File: src/rtl/simmem_pkg.sv
// Shared types and constants for the simulated-memory read path.
// The rdata responder adds its state enum, FIFO depth and beat helpers here.
package simmem_pkg;

  localparam int unsigned IDWidth             = 4;
  localparam int unsigned AddrWidth           = 16;
  localparam int unsigned BurstLenWidth       = 8;
  localparam int unsigned XDataWidth          = 32;
  localparam int unsigned WStrbWidth          = XDataWidth / 8;
  localparam int unsigned MaxReadDataBurstLen = 4;
  localparam int unsigned DelayWidth          = 4;
  localparam int unsigned BeatCntWidth        = $clog2(MaxReadDataBurstLen);

  localparam int unsigned RdataResponderFifoDepth = 4;
  localparam logic [WStrbWidth-1:0] RespOkay = {WStrbWidth{1'b0}};

  typedef struct packed {
    logic [IDWidth-1:0]       id;
    logic [AddrWidth-1:0]     addr;
    logic [BurstLenWidth-1:0] burst_length;
  } raddr_req_t;

  typedef struct packed {
    logic [IDWidth-1:0]    id;
    logic [XDataWidth-1:0] data;
    logic [WStrbWidth-1:0] response;
    logic                  last;
  } rdata_t;

  typedef enum logic [1:0] {
    IDLE  = 2'd0,
    WAIT  = 2'd1,
    BURST = 2'd2
  } rdata_responder_state_e;

  // Index of the final beat: burst_length clamped to the longest supported burst.
  function automatic logic [BeatCntWidth-1:0] last_beat_idx(input logic [BurstLenWidth-1:0] len);
    logic [BurstLenWidth-1:0] cap;
    logic [BeatCntWidth-1:0]  idx;
    cap = BurstLenWidth'(MaxReadDataBurstLen - 1);
    if (len >= cap) begin
      idx = BeatCntWidth'(MaxReadDataBurstLen - 1);
    end else begin
      idx = len[BeatCntWidth-1:0];
    end
    return idx;
  endfunction

  function automatic rdata_t make_beat(input raddr_req_t req,
                                       input logic [BeatCntWidth-1:0] idx,
                                       input logic last);
    rdata_t beat;
    beat.id       = req.id;
    beat.data     = XDataWidth'(req.addr) + XDataWidth'(idx);
    beat.response = RespOkay;
    beat.last     = last;
    return beat;
  endfunction

endpackage

File: src/rtl/simmem_rdata_responder_if.sv
// Read-address request and read-data beat channels of the rdata responder.
// The slave modport is the responder's view; master is the requester/consumer view.
interface simmem_rdata_responder_if;
  import simmem_pkg::*;

  logic       raddr_in_valid_i;
  logic       raddr_in_ready_o;
  raddr_req_t raddr_in_i;
  logic       rdata_out_valid_o;
  logic       rdata_out_ready_i;
  rdata_t     rdata_out_o;

  modport slave (
    input  raddr_in_valid_i,
    input  raddr_in_i,
    input  rdata_out_ready_i,
    output raddr_in_ready_o,
    output rdata_out_valid_o,
    output rdata_out_o
  );

  modport master (
    output raddr_in_valid_i,
    output raddr_in_i,
    output rdata_out_ready_i,
    input  raddr_in_ready_o,
    input  rdata_out_valid_o,
    input  rdata_out_o
  );

endinterface

File: src/rtl/simmem_req_fifo.sv
// Generic synchronous FIFO; pointers carry an extra MSB so full and empty
// are distinguished without a separate occupancy counter.
module simmem_req_fifo #(
  parameter int unsigned Width = 8,
  parameter int unsigned Depth = 4
) (
  input  logic             clk_i,
  input  logic             rst_ni,
  input  logic             push_i,
  input  logic [Width-1:0] data_i,
  input  logic             pop_i,
  output logic [Width-1:0] data_o,
  output logic             full_o,
  output logic             empty_o
);

  localparam int unsigned PtrWidth = $clog2(Depth);
  localparam logic [PtrWidth:0] PtrOne = {{PtrWidth{1'b0}}, 1'b1};

  logic [PtrWidth:0] wr_ptr_r;
  logic [PtrWidth:0] rd_ptr_r;
  logic [Width-1:0]  mem_r [Depth];
  logic              push_s;
  logic              pop_s;

  assign full_o  = (wr_ptr_r[PtrWidth] != rd_ptr_r[PtrWidth]) &&
                   (wr_ptr_r[PtrWidth-1:0] == rd_ptr_r[PtrWidth-1:0]);
  assign empty_o = (wr_ptr_r == rd_ptr_r);
  assign push_s  = push_i && !full_o;
  assign pop_s   = pop_i && !empty_o;
  assign data_o  = mem_r[rd_ptr_r[PtrWidth-1:0]];

  // Read/write pointer advance.
  always_ff @(posedge clk_i or negedge rst_ni) begin
    if (!rst_ni) begin
      wr_ptr_r <= {(PtrWidth+1){1'b0}};
      rd_ptr_r <= {(PtrWidth+1){1'b0}};
    end else begin
      if (push_s) begin
        wr_ptr_r <= wr_ptr_r + PtrOne;
      end
      if (pop_s) begin
        rd_ptr_r <= rd_ptr_r + PtrOne;
      end
    end
  end

  // Entry storage.
  always_ff @(posedge clk_i or negedge rst_ni) begin
    if (!rst_ni) begin
      for (int i = 0; i < Depth; i++) begin
        mem_r[i] <= {Width{1'b0}};
      end
    end else if (push_s) begin
      mem_r[wr_ptr_r[PtrWidth-1:0]] <= data_i;
    end
  end

endmodule

File: src/rtl/simmem_rdata_responder.sv
// Memory-side read responder: queues read-address requests and answers each,
// in order, with a read-data burst after a fixed latency.
module simmem_rdata_responder
  import simmem_pkg::*;
#(
  parameter int unsigned FifoDepth       = RdataResponderFifoDepth,
  parameter int unsigned ResponseLatency = 2
) (
  input  logic                     clk_i,
  input  logic                     rst_ni,
  simmem_rdata_responder_if.slave  bus
);

  localparam logic [DelayWidth-1:0]   LatLoad  = DelayWidth'(ResponseLatency);
  localparam logic [DelayWidth-1:0]   LatOne   = {{(DelayWidth-1){1'b0}}, 1'b1};
  localparam logic [BeatCntWidth-1:0] BeatZero = {BeatCntWidth{1'b0}};
  localparam logic [BeatCntWidth-1:0] BeatOne  = {{(BeatCntWidth-1){1'b0}}, 1'b1};

  rdata_responder_state_e  state_r;
  raddr_req_t              cur_req_r;
  raddr_req_t              fifo_head_s;
  logic [DelayWidth-1:0]   lat_cnt_r;
  logic [BeatCntWidth-1:0] beat_cnt_r;
  logic [BeatCntWidth-1:0] last_idx_s;
  logic [BeatCntWidth-1:0] next_beat_s;
  logic                    fifo_full_s;
  logic                    fifo_empty_s;
  logic                    fifo_pop_s;
  logic                    handshake_s;
  logic                    out_valid_r;
  rdata_t                  out_data_r;

  assign fifo_pop_s  = (state_r == IDLE) && !fifo_empty_s;
  assign handshake_s = out_valid_r && bus.rdata_out_ready_i;
  assign last_idx_s  = last_beat_idx(cur_req_r.burst_length);
  assign next_beat_s = beat_cnt_r + BeatOne;

  simmem_req_fifo #(
    .Width ($bits(raddr_req_t)),
    .Depth (FifoDepth)
  ) u_req_fifo (
    .clk_i   (clk_i),
    .rst_ni  (rst_ni),
    .push_i  (bus.raddr_in_valid_i),
    .data_i  (bus.raddr_in_i),
    .pop_i   (fifo_pop_s),
    .data_o  (fifo_head_s),
    .full_o  (fifo_full_s),
    .empty_o (fifo_empty_s)
  );

  assign bus.raddr_in_ready_o  = !fifo_full_s;
  assign bus.rdata_out_valid_o = out_valid_r;
  assign bus.rdata_out_o       = out_data_r;

  // Response FSM; the output beat is registered and only changes on entry to
  // BURST or on a handshake, so it is stable under backpressure.
  always_ff @(posedge clk_i or negedge rst_ni) begin
    if (!rst_ni) begin
      state_r     <= IDLE;
      cur_req_r   <= '{default: '0};
      lat_cnt_r   <= {DelayWidth{1'b0}};
      beat_cnt_r  <= BeatZero;
      out_valid_r <= 1'b0;
      out_data_r  <= '{default: '0};
    end else begin
      case (state_r)
        IDLE: begin
          if (!fifo_empty_s) begin
            cur_req_r  <= fifo_head_s;
            lat_cnt_r  <= LatLoad;
            beat_cnt_r <= BeatZero;
            if (ResponseLatency == 0) begin
              state_r     <= BURST;
              out_valid_r <= 1'b1;
              out_data_r  <= make_beat(fifo_head_s, BeatZero,
                                       last_beat_idx(fifo_head_s.burst_length) == BeatZero);
            end else begin
              state_r <= WAIT;
            end
          end
        end
        WAIT: begin
          if (lat_cnt_r <= LatOne) begin
            state_r     <= BURST;
            out_valid_r <= 1'b1;
            out_data_r  <= make_beat(cur_req_r, beat_cnt_r, beat_cnt_r == last_idx_s);
          end else begin
            lat_cnt_r <= lat_cnt_r - LatOne;
          end
        end
        BURST: begin
          if (handshake_s) begin
            if (beat_cnt_r == last_idx_s) begin
              state_r     <= IDLE;
              out_valid_r <= 1'b0;
              out_data_r  <= '{default: '0};
            end else begin
              beat_cnt_r <= next_beat_s;
              out_data_r <= make_beat(cur_req_r, next_beat_s, next_beat_s == last_idx_s);
            end
          end
        end
        default: begin
          state_r     <= IDLE;
          out_valid_r <= 1'b0;
          out_data_r  <= '{default: '0};
        end
      endcase
    end
  end

endmodule

File: src/flat_wrapper.sv
// flat-port wrapper written by rule: the top's interface ports become plain ports
module simmem_rdata_responder_flat import simmem_pkg::*;
#(
  parameter int unsigned FifoDepth       = RdataResponderFifoDepth,
  parameter int unsigned ResponseLatency = 2
)
  (clk_i, rst_ni, bus_raddr_in_valid_i, bus_raddr_in_i, bus_rdata_out_ready_i, bus_raddr_in_ready_o, bus_rdata_out_valid_o, bus_rdata_out_o);
  simmem_rdata_responder_if bus_i ();
  input  logic clk_i;
  input  logic rst_ni;
  input wire logic [$bits(bus_i.raddr_in_valid_i)-1:0] bus_raddr_in_valid_i;
  input wire logic [$bits(bus_i.raddr_in_i)-1:0] bus_raddr_in_i;
  input wire logic [$bits(bus_i.rdata_out_ready_i)-1:0] bus_rdata_out_ready_i;
  output wire logic [$bits(bus_i.raddr_in_ready_o)-1:0] bus_raddr_in_ready_o;
  output wire logic [$bits(bus_i.rdata_out_valid_o)-1:0] bus_rdata_out_valid_o;
  output wire logic [$bits(bus_i.rdata_out_o)-1:0] bus_rdata_out_o;
  assign bus_i.raddr_in_valid_i = bus_raddr_in_valid_i;
  assign bus_i.raddr_in_i = bus_raddr_in_i;
  assign bus_i.rdata_out_ready_i = bus_rdata_out_ready_i;
  assign bus_raddr_in_ready_o = bus_i.raddr_in_ready_o;
  assign bus_rdata_out_valid_o = bus_i.rdata_out_valid_o;
  assign bus_rdata_out_o = bus_i.rdata_out_o;
  simmem_rdata_responder #(.FifoDepth(FifoDepth), .ResponseLatency(ResponseLatency)) u_core (.clk_i(clk_i), .rst_ni(rst_ni), .bus(bus_i));
endmodule
File: config.mk
export PLATFORM = sky130hd
export DESIGN_NAME = simmem_rdata_responder_flat
export DESIGN_NICKNAME = d
export VERILOG_FILES = /design/src/rtl/simmem_pkg.sv /design/src/rtl/simmem_rdata_responder_if.sv /design/src/rtl/simmem_req_fifo.sv /design/src/rtl/simmem_rdata_responder.sv /design/src/flat_wrapper.sv
export SDC_FILE = /design/constraint.sdc
export NUM_CORES = 1
export LEC_CHECK = 0
export ABC_CLOCK_PERIOD_IN_PS = 2500
export CAP_MARGIN = 10
export CORE_MARGIN = 2
export CORE_UTILIZATION = 50
export DETAILED_ROUTE_END_ITERATION = 10
export GPL_TIMING_DRIVEN = 0
export PLACE_DENSITY = 0.79
export RECOVER_POWER = 100
export SYNTH_ARGS = -nofsm -noshare
export SYNTH_HDL_FRONTEND = slang
export SYNTH_SLANG_ARGS = --single-unit
File: constraint.sdc
create_clock -name clk_i -period 2.5 [get_ports clk_i]
set_input_delay 0.5 -clock clk_i [delete_from_list [all_inputs] [get_ports clk_i]]
set_output_delay 0.5 -clock clk_i [all_outputs]
set_load 0.05 [all_outputs]
# After elaboration in Yosys (flattened, before gate mapping)
# Cells that the tools add are included.
# op_classes
n_addsub	6
n_lt_le_gt_ge	5
n_eq_ne	13
mux	27
bitwise_logic	4
n_reduce_logical	17
# op_table
cell	count
two-way mux 41 bit	3
case mux 41 bit (3 select lines)	1
bitwise mux 112 bit	1
two-way mux 28 bit	3
binary-select mux 28 bit (select 2 bit)	1
demux 28 bit (select 2 bit)	1
adder 16 x 2 -> 17 bit	2
two-way mux 2 bit	8
AND reduction 4 bit	3
greater-or-equal comparator 8 x 2 -> 1 bit (second input constant)	1
two-way mux 4 bit	2
case mux 4 bit (2 select lines)	1
adder 3 x 1 -> 3 bit (second input constant)	2
equality test 2 bit	3
greater-or-equal comparator 3 bit (second input constant)	2
logical AND 1 bit	6
!= test 2 x 1 -> 1 bit (second input constant)	3
!= test 2 bit (second input constant)	3
inverter 2 -> 3 bit	2
case mux 2 bit (3 select lines)	1
AND reduction 3 bit	2
less-or-equal comparator 4 x 1 -> 1 bit (second input constant)	1
case mux 2 bit (2 select lines)	1
nonzero test 2 bit	2
other kinds (13)	17
# word_totals
reg_bits	196
out_inout_bits	43
wordCells	89

# Depth between registers and ports, before layout
# Gate-level depths: netlist of run 1.
# logic_depth
ltp_word	6
depth_mapped	9
ltp_nobuf	8

# Hierarchy
# A second synthesis of run 1 with hierarchy kept.
# hier_totals
hier_cells	656
hier_area_um2	8848.5
# by_module_without_submodules
mod	n_inst	cells_each	area_per_inst_um2	seq_area_each_um2
simmem_req_fifo	1	314	5293.8	2952.8
simmem_rdata_responder	1	342	3554.7	1476.4

# Worst setup path before layout of run 1
# OpenSTA, ideal clock, no wires.
# synth_path
path_type	reg-to-reg
startpoint	register u_core.cur_req_r[7] (netlist name)
endpoint	register u_core.state_r[0]
setup_time_ns	0.125
arrival_time_ns	2.148
t_required_ns	2.375
setup_slack_ns	0.227
path_stages_with_launch	7
n_path_buf	1
cell_sequence	dfrtp_1 > or4_4 > or3_4 > o221a_1 > buf_6 > nor3_4 > mux2_2
# synth_via
elab_chain_cells	5
# synth_rtl
item	line_no	text
start, declared	simmem_rdata_responder.sv:20	raddr_req_t cur_req_r;
start signal, assigned	simmem_rdata_responder.sv:70	cur_req_r <= fifo_head_s;
greater-or-equal comparator 8 x 2 -> 1 bit	simmem_pkg.sv:41	if (len >= cap) begin
two-way mux 2 bit	simmem_pkg.sv:41	
equality test 2 bit	simmem_rdata_responder.sv:94	if (beat_cnt_r == last_idx_s) begin
!= test 2 x 1 -> 1 bit (no source line)	-	
AND reduction 4 bit (no source line)	-	
end signal, assigned	simmem_rdata_responder.sv:85	state_r <= BURST;
end signal, assigned	simmem_rdata_responder.sv:95	state_r <= IDLE;
end signal, assigned	simmem_rdata_responder.sv:105	state_r <= IDLE;
end, declared	simmem_rdata_responder.sv:19	rdata_responder_state_e state_r;
# No other way between the ends.
# A chain may end at the register's enable or synchronous reset.

# Worst setup path after layout of run 1
# Same ends and word-level chain as after synthesis.

==> results of run 1 <==
## placed cells by master (no fill, tap or decap), types with 4 or more instances in the layout
master and instances:
clkbuf_2 11, conb_1 19, clkbuf_16 17, o311ai_0 4
mux4_2 28, nand2_1 28, mux2_2 142, inv_1 13
buf_2 5, a22o_1 8, nor3_1 6, nor2_1 16
xor2_1 9, dfrtp_1 176, buf_4 20, ha_1 14
dlygate4sd3_1 23, a21oi_1 4, clkdlybuf4s50_1 30, clkinvlp_4 4
nand3b_1 4, mux2i_1 4, or3_1 4, o21ai_0 6
clkbuf_1 18, xnor2_1 16, nand2_2 5, nand2b_1 5
o221ai_1 8, nand3_1 10, nand4_1 4
## critical path, stage by stage (launching register included)
cell and delay, ns:
dfrtp_1 0.38, or4_4 0.58, or3_4 0.37, o221a_1 0.29
buf_6 0.15, nor3_2 0.21, mux2_2 0.35
## per-stage QoR
step	TNS, ns	area [sq um]	power (W)
after global routing	-0.0655	10200	0.0155
after global placement	-996.08	9530	0.0117
after CTS	-1.68	10100	0.0146
final	0	10200	0.0146
after floorplan	0	8700	0.0102
after detailed placement	-6.31	9560	0.0121
## flip-flops by register name (all words and copies together), names as in the netlist, 2 cells and up
| register | count |
|---|---|
| u_core.lat_cnt_r | 4 |
| u_core.u_req_fifo.wr_ptr_r | 3 |
| u_core.state_r | 2 |
| u_core.cur_req_r | 28 |
| u_core.beat_cnt_r | 2 |
| u_core.u_req_fifo.rd_ptr_r | 3 |
| u_core.bus.rdata_out_o | 22 |
| u_core.u_req_fifo.mem_r | 112 |
## worst max-delay path by stage
stage | slack [ns] | cells past startpoint | endpoint | start
after global placement | -5.63 | 1 | u_core.u_req_fifo.mem_r[13] | rst_ni
after floorplan | 0.23 | 6 | u_core.state_r[0] | u_core.cur_req_r[7]
final | 0.05 | 6 | u_core.state_r[0] | u_core.cur_req_r[7]
after global routing | -0.01 | 5 | u_core.cur_req_r[1] | u_core.u_req_fifo.wr_ptr_r[2]
after CTS | -0.06 | 7 | u_core.u_req_fifo.mem_r[40] | u_core.u_req_fifo.rd_ptr_r[1]
after detailed placement | -0.21 | 9 | u_core.bus.rdata_out_o[13] | u_core.state_r[0]
## final cells by class
class                   instances  share of cell area
flip-flops and latches        177               0.436
clock buffers                  24              0.0464
inverters                      13             0.00480
repair buffers                 57              0.0568
well taps                     225              0.0277
multi-input cells             411               0.394
plain buffers                  51              0.0292
clock inverters                 7             0.00554
## cell usage after synthesis, drive strengths merged (5+ instances only)
master and instances:
nand2 33, inv 13, o21ai 6, o221ai 9, dfrtp 177, nor2 16, xor2 9, clkbuf 19
a21oi 5, ha 15, buf 35, a22o 9, nand3 11, xnor2 18, mux2 142, nor3 8
nand2b 5, or3 5, mux4 28
## per-layer routing
layer | track usage | vias to the layer above
met3 | 0.0445 | 23
li1 | - | 2506
met1 | 0.279 | 2815
met2 | 0.368 | 167
met4 | 0.0822 | 0
met5 | 0 | -
## timing repair
item	CTS	global route
endpoints found under the setup margin	85	110
endpoints found under the hold margin	0	0
buffers inserted	0	1
gates resized for setup	11	30
pin swaps	1	1
## logic make-up (layout without fill, tap and decap cells)
family,Yosys count,count (layout)
DFF,177,177
muxes,174,174
and+or+nand+nor,106,106
AOI/OAI and AO/OA,68,68
buffers and inverters,67,152
xor gates and xnor gates,27,27
adders and majority gates,17,17
other,1,19
## power by group through the flow
stage / logic, W / clock network [W] / registers, W
final: 0.00694 / 0.00238 / 0.00525
after global routing: 0.00753 / 0.00252 / 0.00543
after CTS: 0.00694 / 0.00242 / 0.00523
after detailed placement: 0.00687 / 0 / 0.00527
after global placement: 0.00657 / 0 / 0.00511
after floorplan: 0.00486 / 0 / 0.00538
==> flow_summary.ini, run 1 <==
[sta]
post-route-period-util = 0.980
maxSlewViolCount = 0
tightestPinTransition_ns = 1.33
whs_ns = 0.395
skew_ns = 0.00890
setup_viol_count_final = 0
timing.fmax_mhz = 408
slew_headroom = 0.116
min_period_ns = 2.45
worst_slack_ns = 0.0500
hold_viol = 0

[cts]
cts_buffers = 17
cts_root_buf = clkbuf_16
insertion_delay_ns = 0.42
cts_htree_levels = 4
clock_path_buffers = 2
cts_tree = built
ctsHoldBuffers = 0
clk_pin_slew_ns = 0.06
cts_sinks = 177

[final_layout]
multi_input_area_sq_um = 4010
syn_to_final_growth_pct = 17.9
n_fill_cell = 1330
drive_above_1_share = 0.358
layout.nets = 777
diodes = 0
regArea_sq_um = 4430
final-instance-count-excl-fill = 965
final_core_util = 0.596

[drt]
ant_nets = 0
met2WireLength_mm = 9.39
dr.pass1.iters = 4
wl_per_cell_um = 19.2
vias_per_cell = 5.71
wl_mm = 18.5
highest_layer = met4
drc = 0
vias = 5511
drt_iter0_drc = 433
wl_met3_um = 845
wl_met1_mm = 8.01

[synthesis]
yosysSeqAreaShare = 0.513
synth_edf_count = 0
synth-xor-area-share = 0.0274
async_flop_share = 1.00
yosysWarningCount = 0
synth_top_area_cell = dfrtp_1
synth_top_flop_cell = dfrtp_1
avgSynthCellArea_sq_um = 13.5
synth_compound_area_frac = 0.0655
synthMuxAreaShare = 0.263
synth_area_leaders = dfrtp_1, mux2_2, mux4_2, ha_1, xnor2_1
synth.top_cell.area_share = 0.513
synth_simple_gate_area_frac = 0.0641
synth_top_family_by_area = multiplexers
synth_area_sq_um = 8630
yosysUniqueCellTypes = 62
syn_inst = 637
ys_ff_latch = 177
synth_fa_ha_area_frac = 0.0264

[worst_hold_path]
min_path_type = input pin to asynchronous set/reset pin

[run]
drv_cap = 0

[die]
rows = 48
start_util = 0.506
die_area_sq_um = 18300
ios = 75
fp.dieH_um = 135
core_region_area_sq_um = 17100
die_w_um = 135

[worst_setup_path]
reg2reg_depth = 6
critPathKind = flip-flop to flip-flop
cp.arrival_ns = 2.75
critPathMaxFanout = 9
timing.rr.start = u_core.cur_req_r[7]
end_kind = flip-flop
r2r_slack_ns = 0.05
timing.rr.end = u_core.state_r[0]
start_kind = flip-flop
critPathRequiredTime_ns = 2.80

[global_routing]
grt_usage = 0.218
first_global_vias = 5866
grt_antenna_before_repair = 0
grt_pass1_wl_mm = 30.7
grt_overflow = 0
grt_max_degree = 97

[power]
switchingPower_w = 0.00554
swShare = 0.380
max-vdd-ir-drop_v = 0.000653
p_leak_nw = 4.30
internal_power_w = 0.00904
pwr-share-seq = 0.360
power_density_nw_per_um2 = 1430
p_clk_frac = 0.163
comb_power_share = 0.476

[placement]
hpwl_mm = 13.1
io_buffers = 55
pre_cts_ws_ns = -0.208
place_congestion = 0.837
placed_cells = 936

[outcome]
status = completed
Power figures use the tool's default switching activity.
==> run 2, diff against run 1 <==
--- a/config.mk
+++ b/config.mk
@@ -5,13 +5,14 @@
 export SDC_FILE = /design/constraint.sdc
 export NUM_CORES = 1
 export LEC_CHECK = 0
+export ABC_AREA = 1
 export ABC_CLOCK_PERIOD_IN_PS = 2500
 export CAP_MARGIN = 10
 export CORE_MARGIN = 2
 export CORE_UTILIZATION = 50
 export DETAILED_ROUTE_END_ITERATION = 10
 export GPL_TIMING_DRIVEN = 0
-export PLACE_DENSITY = 0.79
+export PLACE_DENSITY = 0.78
 export RECOVER_POWER = 100
 export SYNTH_ARGS = -nofsm -noshare
 export SYNTH_HDL_FRONTEND = slang
==> run 2 against run 1 <==
Against the previous run:
- register-to-register slack improved by 0.20 ns
- clock power increased by 14%
- wire length increased by 20%
- flip-flop and latch count unchanged
- critical endpoint is now bus_raddr_in_ready_o
- largest power group unchanged
==> flow_summary.ini, run 2 <==
[cts]
cts_tree = built
clock_path_buffers = 2
cts_root_buf = clkbuf_16
cts_sinks = 177
clk_pin_slew_ns = 0.06
cts_htree_levels = 4
cts_setup_buffers = 0
insertion_delay_ns = 0.44
cts_buffers = 17

[worst_setup_path]
critPathKind = flip-flop to primary output
cp.arrival_ns = 1.77
critPathRequiredTime_ns = 2.00
cpMaxStageDelayCell = dfrtp_1
slowest_delay_ns = 0.48
worstPathCellList = xnor2_1, nand3_2, dlygate4sd2_1
start_kind = flip-flop
end_kind = primary output
critPathMaxFanout = 5

[global_routing]
grt_max_degree = 122
grt_antenna_before_repair = 0
grt_pass1_wl_mm = 36.6
first_global_vias = 7321
grt_usage = 0.255
grt_overflow = 0

[power]
p_clk_frac = 0.187
pwr-share-seq = 0.343
swShare = 0.448
power_density_nw_per_um2 = 1410
p_leak_nw = 5.13
internal_power_w = 0.00802
switchingPower_w = 0.00651
max-vdd-ir-drop_v = 0.000790
finalPower_w = 0.0145
comb_power_share = 0.469

[drt]
met2WireLength_mm = 10.4
wl_met3_mm = 1.71
wl_mm = 22.3
wl_per_cell_um = 15.9
highest_layer = met4
wl_met1_mm = 9.60
dr.pass1.iters = 6
drt_iter0_drc = 724
vias = 7618
ant_nets = 0
vias_per_cell = 5.43
drc = 0

[sta]
hold_viol = 0
timing.fmax_mhz = 440
slew_headroom = 0.286
setup_viol_count_final = 0
tightestPinTransition_ns = 1.07
rsz0062_at_grt = no
whs_ns = 0.471
min_period_ns = 2.27
maxSlewViolCount = 0
skew_ns = 0.00913
worst_slack_ns = 0.229
post-route-period-util = 0.908

[synthesis]
avgSynthCellArea_sq_um = 8.26
synth.top_cell.area_share = 0.501
synth_most_common_cell = nand2_1
synth_area_leaders = dfrtp_1, nand2_1, o21ai_0, nor2_1, o21ai_1
ys_ff_latch = 177
syn_inst = 1071
yosysUniqueCellTypes = 34
yosysWarningCount = 0
synth_top_flop_cell = dfrtp_1
synth_area_sq_um = 8850
synth_edf_count = 0
async_flop_share = 1.00
synth_top_area_cell = dfrtp_1
ys_top_cells_by_count = nand2_1, dfrtp_1, nor2_1, o21ai_0, inv_1
yosysSeqAreaShare = 0.501

[die]
ios = 75
start_util = 0.512
die_w_um = 137
fp.dieH_um = 137
die_area_sq_um = 18800
core_region_area_sq_um = 17300
rows = 48

[run]
drv_cap = 0

[placement]
hpwl_mm = 15.4
place_congestion = 0.906
io_buffers = 55
pre_cts_ws_ns = 0.332

[final_layout]
regMostFlops = u_core.u_req_fifo.mem_r
final_core_util = 0.596
syn_to_final_growth_pct = 16.4
largest_reg_flops = 112
drive_above_1_share = 0.0874
layout.nets = 1214
diodes = 0
final_common_cell = nand2_1
layout_common_cells = nand2_1, dfrtp_1, o21ai_0

[outcome]
status = completed

[worst_hold_path]
min_path_type = flip-flop to flip-flop
-- run 2: critical path, delay by kind of cell (launching register included) --
| kind | cells | cell delay (ns) |
|---|---|---|
| XOR/XNOR | 1 | 0.29 |
| buffers and inverters | 1 | 0.44 |
| flip-flops | 1 | 0.48 |
| AND/OR/NAND/NOR | 1 | 0.12 |
-- run 2: power by group through the flow --
stage	Clock, W	Sequential, W	Combinational, W
3_3_place_gp	0	0.00496	0.00673
4_1_cts	0.00274	0.00496	0.00700
6_report	0.00272	0.00499	0.00682
3_5_place_dp	0	0.00500	0.00694
5_1_grt	0.00286	0.00514	0.00765
2_1_floorplan	0	0.00508	0.00481
-- run 2: cells by family after synthesis --
group / share of synthesized area
AND/OR/NAND/NOR: 0.203
AO/OA/AOI/OAI: 0.142
flip-flops: 0.501
buffers and inverters: 0.0936
XOR/XNOR: 0.0188
adder cells (fa/ha/maj): 0.0257
multiplexers: 0.0153
other: 0.000424
-- run 2: what timing repair did --
action	4_1_cts	5_1_grt
hold buffers	1	0
gates resized for setup	1	0
endpoints found under the setup margin	1	0
hold endpoints to repair	56	0
-- run 2: metal layers --
metal  global-route usage  vias up
li1                     -     3642
met1                0.332     3618
met2                0.407      309
met3               0.0633       49
met4                0.111        0
met5                    0        -
-- run 2: cell type report --
cell class                 instances  area, sq um
buffer                            76          460
clock buffer                      18          429
clock inverter                    14          171
fill                            1530         6990
inverter                          84          317
multi-input combinational        752         3640
sequential                       177         4430
tap                              225          282
timing repair buffer              57          576
-- run 2: worst paths after layout --
kind,cells after the start,to,from,slack [ns]
setup / recovery,3,bus_raddr_in_ready_o,u_core.u_req_fifo.rd_ptr_r[0],0.23
hold / removal,2,u_core.bus.rdata_out_o[15],u_core.bus.rdata_out_o[15],0.47
setup reg to reg,7,u_core.cur_req_r[22],u_core.u_req_fifo.rd_ptr_r[1],0.25
hold reg to reg,2,u_core.bus.rdata_out_o[15],u_core.bus.rdata_out_o[15],0.47
max in group asynchronous,3,u_core.bus.rdata_out_o[18],rst_ni,0.56
min in group asynchronous,2,u_core.u_req_fifo.mem_r[87],rst_ni,0.55
-- run 2: through the flow --
stage,setup TNS [ns],area [sq um],instances
global route,0,10300,1403
floorplan,0,8910,1089
finish,0,10300,1403
detailed placement,0,9780,1370
global placement,-1081.46,9750,1369
CTS,0,10400,1403
==> run 3, diff against run 2 <==
--- a/config.mk
+++ b/config.mk
@@ -11,7 +11,6 @@
 export CORE_MARGIN = 2
 export CORE_UTILIZATION = 50
 export DETAILED_ROUTE_END_ITERATION = 10
-export GPL_TIMING_DRIVEN = 0
 export PLACE_DENSITY = 0.78
 export RECOVER_POWER = 100
 export SYNTH_ARGS = -nofsm -noshare
==> run 3 against run 2 <==
Against the previous run:
- critical path depth increased by 11
- design area down 3.1%
- utilization is 1.8 points lower
- first-iteration DRC count down 3.0%
- global-route usage shrank 3.7 points
- clock power hardly changed
- via count is 5.6% lower
- count of clock-buffer cells in the layout grew 4
- final cell count fell by 4.3%
- register-to-register slack about the same
- clock skew is 0.0019 ns lower
- flip-flop and latch count stayed put
- highest routed layer unchanged
==> flow_summary.ini, run 3 (synthesis results as in run 2) <==
[sta]
setup_viol_count_final = 0
min_period_ns = 2.24
post-route-period-util = 0.897
whs_ns = 0.475
rsz0062_at_grt = no
timing.fmax_mhz = 446
worst_slack_ns = 0.258
hold_viol = 0
maxSlewViolCount = 0
skew_ns = 0.00723
tightestPinTransition_ns = 1.14
slew_headroom = 0.242
fin_setup_tns_ns = 0

[power]
power_density_nw_per_um2 = 1400
p_leak_nw = 4.94
finalPower_w = 0.0140
max-vdd-ir-drop_v = 0.000813

[drt]
dr.pass1.iters = 6
wl_per_cell_um = 14.3
drc = 0
vias_per_cell = 5.36
ant_nets = 0
drt_iter0_drc = 702
vias = 7193
wl_mm = 19.2

[cts]
cts_sinks = 177
insertion_delay_ns = 0.44
clock_path_buffers = 2
clk_pin_slew_ns = 0.06
cts_buffers = 17
cts_tree = built
cts_setup_buffers = 0
cts_htree_levels = 4
cts_root_buf = clkbuf_16

[final_layout]
layout_common_cells = nand2_1, o21ai_0, dfrtp_1
syn_to_final_growth_pct = 12.8
final_common_cell = nand2_1
drive_above_1_share = 0.0618
regMostFlops = u_core.u_req_fifo.mem_r
largest_reg_flops = 112
layout.nets = 1154
regArea_sq_um = 4430
multi_input_area_sq_um = 3660
diodes = 0
n_fill_cell = 1543

[global_routing]
first_global_vias = 6580
grt_overflow = 0
grt_max_degree = 58
grt_antenna_before_repair = 0
grt_pass1_wl_mm = 32.3
grt_usage = 0.219

[worst_setup_path]
end_kind = flip-flop
cpMostUsedCell = nand2_1
slowest_delay_ns = 0.45
worst-path-buf-inv = 1
worstPathCellList = xnor2_2, inv_1, ha_1, nand2_1, nand2_1, nand2_1, nor2_1, nand2_1, nand2_1, nand2_1, nand3_1, nand2_1, nand2_1, nand2_1
start_kind = flip-flop
critPathKind = flip-flop to flip-flop
cpMaxStageDelayCell = dfrtp_1
critPathMaxFanout = 5
critPathRequiredTime_ns = 2.82
cp.arrival_ns = 2.57
critPathTopFamily = simple AND/OR/NAND/NOR gates

[die]
start_util = 0.512
rows = 48
die_w_um = 137
fp.dieH_um = 137
core_region_area_sq_um = 17300
ios = 75
die_area_sq_um = 18800

[worst_hold_path]
min_path_type = flip-flop to flip-flop

[placement]
pre_cts_ws_ns = 0.308
place_congestion = 0.890
hpwl_mm = 12.6
io_buffers = 55

[run]
drv_cap = 0

[outcome]
status = completed
-- run 3: cell count changes in the layout (fill, tap and decap cells not counted), moves of 4 or more --
cell and change:
o21ai_0 +7, clkbuf_4 +4, clkbuf_1 -22, buf_6 -9, buf_2 -7, o21ai_1 -9
clkbuf_2 -5, buf_4 -20, inv_6 -6
-- run 3: report_power, final --
part | switching (W) | internal (W)
logic | 0.00408 | 0.00219
clock network | 0.00108 | 0.00162
registers | 0.000836 | 0.00417
-- run 3: worst reg2reg max path, delay by kind of cell (launching register included) --
kind                       cells  cell delay [ns]
and+or+nand+nor               11             0.99
DFF                            1             0.45
adders and majority gates      1             0.33
xor gates and xnor gates       1             0.24
buffers and inverters          1             0.13
-- run 3: area by class of cell --
type                            instances  share of cell area
Timing Repair Buffer                   73              0.0702
Inverter                               84              0.0317
Sequential cell                       177               0.444
Tap cell                              225              0.0282
Multi-Input combinational cell        752               0.366
Clock inverter                          9              0.0133
Clock buffer                           22              0.0465
-- run 3: through the flow --
stage | util | std cells | area [sq um]
after floorplan | - | 1089 | 8910
after global placement | 0.547 | 1310 | 9470
after detailed placement | 0.547 | 1310 | 9470
after CTS | 0.582 | 1342 | 10100
after global routing | 0.577 | 1342 | 9980
final | 0.577 | 1342 | 9980
-- run 3: layer usage --
layer | track usage | wire [um]
met1 | 0.304 | 8720
met2 | 0.346 | 8920
met3 | 0.0348 | 1250
met4 | 0.0836 | 321
met5 | 0 | 0
-- run 3: final timing paths --
check	cells after the start	startpoint	slack, ns	endpoint
max reg2reg	14	u_core.beat_cnt_r[1]	0.26	u_core.bus.rdata_out_o[20]
max in group asynchronous	3	rst_ni	0.47	u_core.cur_req_r[18]
min reg2reg	2	u_core.bus.rdata_out_o[10]	0.48	u_core.bus.rdata_out_o[10]
min in group asynchronous	2	rst_ni	0.82	u_core.u_req_fifo.mem_r[32]
max	14	u_core.beat_cnt_r[1]	0.26	u_core.bus.rdata_out_o[20]
min	2	u_core.bus.rdata_out_o[10]	0.48	u_core.bus.rdata_out_o[10]
-- run 3: what timing repair did --
| item | CTS | global route |
|---|---|---|
| hold buffers | 1 | 0 |
| endpoints found under the setup margin | 0 | 1 |
| gates resized for setup | 0 | 1 |
| endpoints found under the hold margin | 8 | 0 |
